[config.mk]
export PLATFORM = sky130hd
export DESIGN_NAME = id_ex_stage
export DESIGN_NICKNAME = d
export VERILOG_FILES = /design/src/rtl/id_ex_stage.sv
export SDC_FILE = /design/constraint.sdc
export NUM_CORES = 1
export LEC_CHECK = 0
export CORE_MARGIN = 10
export CORE_UTILIZATION = 37
export DETAILED_ROUTE_END_ITERATION = 10
export PLACE_DENSITY = 0.8
export SYNTH_ARGS = -nofsm -noshare
export SYNTH_HDL_FRONTEND = slang
export SYNTH_SLANG_ARGS = --single-unit
[constraint.sdc]
create_clock -name clk -period 2.7 [get_ports clk]
set_clock_uncertainty 0.2 [all_clocks]
set_input_delay 0.675 -clock clk [delete_from_list [all_inputs] [get_ports clk]]
set_output_delay 0.675 -clock clk [all_outputs]
set_load 0.005 [all_outputs]
[src/rtl/id_ex_stage.sv]
// ID/EX pipeline register with load-use hazard detection, bubble insertion on hazards
// or MEM-stage redirects, PC/IF-ID stall generation and saturating stall/flush counters.
module id_ex_stage #(
  parameter int XLEN  = 32,
  parameter int CNT_W = 16
) (
  input  logic             clk,
  input  logic             rstn,
  input  logic             id_valid,
  input  logic [XLEN-1:0]  id_pc,
  input  logic [XLEN-1:0]  id_rs1_data,
  input  logic [XLEN-1:0]  id_rs2_data,
  input  logic [XLEN-1:0]  id_imm,
  input  logic [4:0]       id_rs1,
  input  logic [4:0]       id_rs2,
  input  logic [4:0]       id_rd,
  input  logic [2:0]       id_funct3,
  input  logic [10:0]      id_ex_sig,
  input  logic [4:0]       id_mem_sig,
  input  logic [4:0]       id_wb_sig,
  input  logic             id_memread,
  input  logic             flush,
  output logic             ex_valid,
  output logic [XLEN-1:0]  ex_pc,
  output logic [XLEN-1:0]  ex_rs1_data,
  output logic [XLEN-1:0]  ex_rs2_data,
  output logic [XLEN-1:0]  ex_imm,
  output logic [4:0]       ex_rs1,
  output logic [4:0]       ex_rs2,
  output logic [4:0]       ex_rd,
  output logic [2:0]       ex_funct3,
  output logic [10:0]      ex_ex_sig,
  output logic [4:0]       ex_mem_sig,
  output logic [4:0]       ex_wb_sig,
  output logic             ex_memread,
  output logic             pc_write,
  output logic             ifid_write,
  output logic [CNT_W-1:0] stall_cnt,
  output logic [CNT_W-1:0] flush_cnt
);

  localparam logic [CNT_W-1:0] CNT_MAX = {CNT_W{1'b1}};
  localparam logic [CNT_W-1:0] CNT_ONE = {{(CNT_W-1){1'b0}}, 1'b1};

  logic             hz_s;
  logic             bubble_s;
  logic             stall_s;
  logic             ex_valid_r;
  logic [XLEN-1:0]  ex_pc_r;
  logic [XLEN-1:0]  ex_rs1_data_r;
  logic [XLEN-1:0]  ex_rs2_data_r;
  logic [XLEN-1:0]  ex_imm_r;
  logic [4:0]       ex_rs1_r;
  logic [4:0]       ex_rs2_r;
  logic [4:0]       ex_rd_r;
  logic [2:0]       ex_funct3_r;
  logic [10:0]      ex_ex_sig_r;
  logic [4:0]       ex_mem_sig_r;
  logic [4:0]       ex_wb_sig_r;
  logic             ex_memread_r;
  logic [CNT_W-1:0] stall_cnt_r;
  logic [CNT_W-1:0] flush_cnt_r;

  // Load-use hazard, bubble and stall decisions; rs2 is compared for every format.
  always_comb begin
    hz_s     = 1'b0;
    bubble_s = 1'b0;
    stall_s  = 1'b0;
    if (ex_valid_r && ex_memread_r && (ex_rd_r != 5'd0) && id_valid &&
        ((ex_rd_r == id_rs1) || (ex_rd_r == id_rs2))) begin
      hz_s = 1'b1;
    end else begin
      hz_s = 1'b0;
    end
    bubble_s = flush | hz_s | ~id_valid;
    stall_s  = hz_s & ~flush;
  end

  assign pc_write   = ~stall_s;
  assign ifid_write = ~stall_s;

  // Pipeline register: control bundles are zeroed on a bubble, data fields always follow ID.
  always_ff @(posedge clk or negedge rstn) begin
    if (!rstn) begin
      ex_valid_r    <= 1'b0;
      ex_pc_r       <= {XLEN{1'b0}};
      ex_rs1_data_r <= {XLEN{1'b0}};
      ex_rs2_data_r <= {XLEN{1'b0}};
      ex_imm_r      <= {XLEN{1'b0}};
      ex_rs1_r      <= 5'd0;
      ex_rs2_r      <= 5'd0;
      ex_rd_r       <= 5'd0;
      ex_funct3_r   <= 3'd0;
      ex_ex_sig_r   <= 11'd0;
      ex_mem_sig_r  <= 5'd0;
      ex_wb_sig_r   <= 5'd0;
      ex_memread_r  <= 1'b0;
    end else begin
      ex_pc_r       <= id_pc;
      ex_rs1_data_r <= id_rs1_data;
      ex_rs2_data_r <= id_rs2_data;
      ex_imm_r      <= id_imm;
      ex_rs1_r      <= id_rs1;
      ex_rs2_r      <= id_rs2;
      ex_rd_r       <= id_rd;
      ex_funct3_r   <= id_funct3;
      if (bubble_s) begin
        ex_valid_r   <= 1'b0;
        ex_ex_sig_r  <= 11'd0;
        ex_mem_sig_r <= 5'd0;
        ex_wb_sig_r  <= 5'd0;
        ex_memread_r <= 1'b0;
      end else begin
        ex_valid_r   <= 1'b1;
        ex_ex_sig_r  <= id_ex_sig;
        ex_mem_sig_r <= id_mem_sig;
        ex_wb_sig_r  <= id_wb_sig;
        ex_memread_r <= id_memread;
      end
    end
  end

  // Saturating event counters.
  always_ff @(posedge clk or negedge rstn) begin
    if (!rstn) begin
      stall_cnt_r <= {CNT_W{1'b0}};
      flush_cnt_r <= {CNT_W{1'b0}};
    end else begin
      if (stall_s && (stall_cnt_r != CNT_MAX)) begin
        stall_cnt_r <= stall_cnt_r + CNT_ONE;
      end else begin
        stall_cnt_r <= stall_cnt_r;
      end
      if (flush && (flush_cnt_r != CNT_MAX)) begin
        flush_cnt_r <= flush_cnt_r + CNT_ONE;
      end else begin
        flush_cnt_r <= flush_cnt_r;
      end
    end
  end

  assign ex_valid    = ex_valid_r;
  assign ex_pc       = ex_pc_r;
  assign ex_rs1_data = ex_rs1_data_r;
  assign ex_rs2_data = ex_rs2_data_r;
  assign ex_imm      = ex_imm_r;
  assign ex_rs1      = ex_rs1_r;
  assign ex_rs2      = ex_rs2_r;
  assign ex_rd       = ex_rd_r;
  assign ex_funct3   = ex_funct3_r;
  assign ex_ex_sig   = ex_ex_sig_r;
  assign ex_mem_sig  = ex_mem_sig_r;
  assign ex_wb_sig   = ex_wb_sig_r;
  assign ex_memread  = ex_memread_r;
  assign stall_cnt   = stall_cnt_r;
  assign flush_cnt   = flush_cnt_r;

endmodule

==> impl_metrics.json <==
{
  "status": "finished, violations left",
  "violations": "setup timing",
  "die_w_um": 149,
  "reg2reg_setup_slack_ns": 0.39,
  "critPathTopFamily": "simple AND/OR/NAND/NOR gates",
  "area_growth_pct": 78.0,
  "start_kind": "flop",
  "worstPathArrival_ns": 1.85,
  "drt-wirelength-per-cell_um": 23.6,
  "cpPeakStageDelay_ns": 0.58,
  "cap_violations": 0,
  "critical_path.slowest_cell": "or4_4",
  "ios": 375,
  "min_from": "id_rs2[3]",
  "syn_inst": 361,
  "postLayoutCoreUtil_pct": 66.6,
  "setup_viol": 2,
  "layout_common_cells": "clkdlybuf4s50_1, dfrtp_1, xnor2_1",
  "synth_edf_count": 0,
  "power_frac_comb_pct": 13.0,
  "vias": 4545,
  "io_buffers": 374,
  "start_util_pct": 37.4,
  "synth-main-ff-cell": "dfrtp_1",
  "cts_tree": "done",
  "yosys_warnings": 0,
  "worst_setup_path_end_kind": "output pin",
  "rsz0062_at_grt": "yes",
  "p_sw_share_pct": 22.2,
  "dpl.hpwl_mm": 19.2,
  "cts_buffers": 21,
  "fin_nets": 942,
  "ys_ff_latch": 201,
  "p_sw_uw": 1550,
  "fp.dieArea_sq_mm": 0.0222,
  "cp_num_buf_inv": 1,
  "crit_path_cell_trace": "or4_4, o21ai_4, nand2b_4, buf_6",
  "place_ws_ns": -0.409,
  "via_per_inst": 4.53,
  "syn_area_sq_mm": 0.00616,
  "synth_area_per_cell_sq_um": 17.1,
  "drtIter0Drc": 111,
  "grt_pass1_wl_mm": 34.3,
  "synthArstFlopShare_pct": 100,
  "post-route-period-util_pct": 101,
  "min_to": "ex_rs2[3]",
  "whs_ns": 0.146,
  "setup_ws_ns": -0.0242,
  "clk-insertion-delay-late_ns": 0.50,
  "rr_endpoint": "ex_ex_sig[6]",
  "cts_num_sinks": 201,
  "worst_pin_slew_ns": 0.524,
  "min_period_ns": 2.72,
  "cp_max_fo": 2,
  "core_region_area_sq_mm": 0.0165,
  "p_int_uw": 5410,
  "htreeDepth": 1,
  "num_rows": 47,
  "power_frac_seq_pct": 47.5,
  "clockBufferDepth": 3,
  "place_area_sq_mm": 0.0103,
  "p_leak_uw": 0.00466,
  "ir_drop_mv": 0.514,
  "antenna_found_initial": 5,
  "register_area_sq_mm": 0.00503,
  "routed_wirelength_mm": 23.6,
  "cp_num_cells": 4,
  "worstSetupPathType": "reg2out",
  "drtPass1Iterations": 4,
  "yosysSeqAreaShare_pct": 81.7,
  "multi_input_area_sq_mm": 0.00109,
  "max_freq_mhz": 367,
  "die_height_um": 149,
  "required_ns": 1.82,
  "grt_pass1_vias": 5156,
  "cellPowerDensity_mw_per_mm2": 635,
  "place_congestion": 0.859,
  "hold_depth": 1,
  "gr-total-overflow": 0,
  "tns_ns": -0.0451,
  "grt_start_max_net_pins": 60,
  "fillers": 1125,
  "r2r-start": "ex_rd[1]",
  "ff2ff_path_depth": 6,
  "clkPwrFrac_pct": 39.5,
  "syn_nets": 535,
  "ant_nets": 0,
  "finalHoldViolations": 0,
  "hold_class": "in2reg",
  "final_common_cell": "clkdlybuf4s50_1",
  "layout-drive-gt1-share_pct": 7.70,
  "drc": 0,
  "fin_area_sq_mm": 0.0110,
  "synth.distinct_cells": 38,
  "drv_slew": 0,
  "path_clk_slew_ns": 0.06,
  "grt_usage_pct": 20.7,
  "cts-root-buf": "clkbuf_16",
  "slew_headroom_pct": 65.1
}
## state kept, by name, summed over array words and instances (netlist names), 3 cells and up
name	count
ex_imm	32
ex_pc	32
ex_rs1_data	32
ex_rs2_data	32
flush_cnt	16
stall_cnt	16
ex_ex_sig	11
ex_mem_sig	5
ex_rd	5
ex_rs1	5
ex_rs2	5
ex_wb_sig	5
ex_funct3	3
## worst max path at each step
stage | from | endpoint | slack (ns)
finish | ex_rd[1] | pc_write | -0.02
global route | id_rs1[4] | pc_write | -0.11
CTS | ex_rd[3] | pc_write | -0.09
detailed placement | id_rs2[4] | pc_write | -0.41
global placement | id_rs2[4] | ifid_write | -0.34
floorplan | id_rs2[4] | pc_write | 0.18
## what timing repair did
item | in CTS | in global routing
hold buffers | 1 | 0
buffers inserted | 1 | 0
gates resized for setup | 13 | 2
endpoints found under the setup margin | 2 | 2
endpoints found under the hold margin | 50 | 0
gates cloned | 0 | 0
pin swaps | 3 | 4
## Yosys cell counts, types with 3 or more instances
cell / number / area (sq um)
dfrtp_1: 201 / 5030
xnor2_1: 29 / 254
and2_1: 23 / 144
nand2_1: 18 / 67.6
nand3_1: 17 / 85.1
xor2_1: 9 / 78.8
nand4_1: 8 / 50.1
nor2_1: 6 / 22.5
nor4b_1: 5 / 43.8
and3_1: 4 / 25.0
nand2b_1: 4 / 25.0
a21oi_1: 3 / 15.0
buf_6: 3 / 33.8
nor3_1: 3 / 15.0
## final cells by class
| type | instances | area share [%] |
|---|---|---|
| Sequential cell | 201 | 45.9 |
| Clock inverter | 4 | 0.468 |
| Timing Repair Buffer | 389 | 35.6 |
| Antenna cell | 4 | 0.0913 |
| Inverter | 3 | 0.103 |
| Clock buffer | 30 | 5.46 |
| Multi-Input combinational cell | 152 | 9.91 |
| Tap cell | 220 | 2.51 |
## cell families after synthesis
kind of cell / count (synthesis) / share of synthesized area [%]
xor+xnor: 38 / 5.40
mux: 3 / 0.548
flops: 201 / 81.7
fa+ha+maj: 2 / 0.406
simple gates: 100 / 9.51
buf+inv: 8 / 0.934
compound gates: 9 / 1.54
## through the flow
step | total power, uW | cells
after global placement | 4240 | 963
after CTS | 7050 | 999
after detailed placement | 4270 | 963
final | 6960 | 1003
after global routing | 7260 | 1003
after floorplan | 3490 | 361
## power by group through the flow
stage	logic (uW)	clock network, uW	registers [uW]
after floorplan	124	0	3360
after detailed placement	911	0	3360
after global placement	889	0	3350
after CTS	923	2820	3310
final	905	2750	3310
after global routing	967	2960	3330
## worst register-to-register path, cell delays in order (launching register included)
cell      delay [ns]
dfrtp_1         0.38
or4_4           0.58
buf_4           0.16
o211ai_2        0.20
inv_2           0.07
a21oi_4         0.42
and2_1          0.21
## metal layers
| layer | GRT usage, % | wire length [um] | vias up | part of all wire [%] |
|---|---|---|---|---|
| met5 | 0 | 13 | - | 0.055 |
| met4 | 9.03 | 972 | 2 | 4.1 |
| met3 | 9.95 | 2710 | 57 | 11 |
| met2 | 35.9 | 12100 | 261 | 51 |
| met1 | 20.8 | 7840 | 2220 | 33 |
| li1 | - | - | 2005 | - |
(Power assumes the default switching activity.)
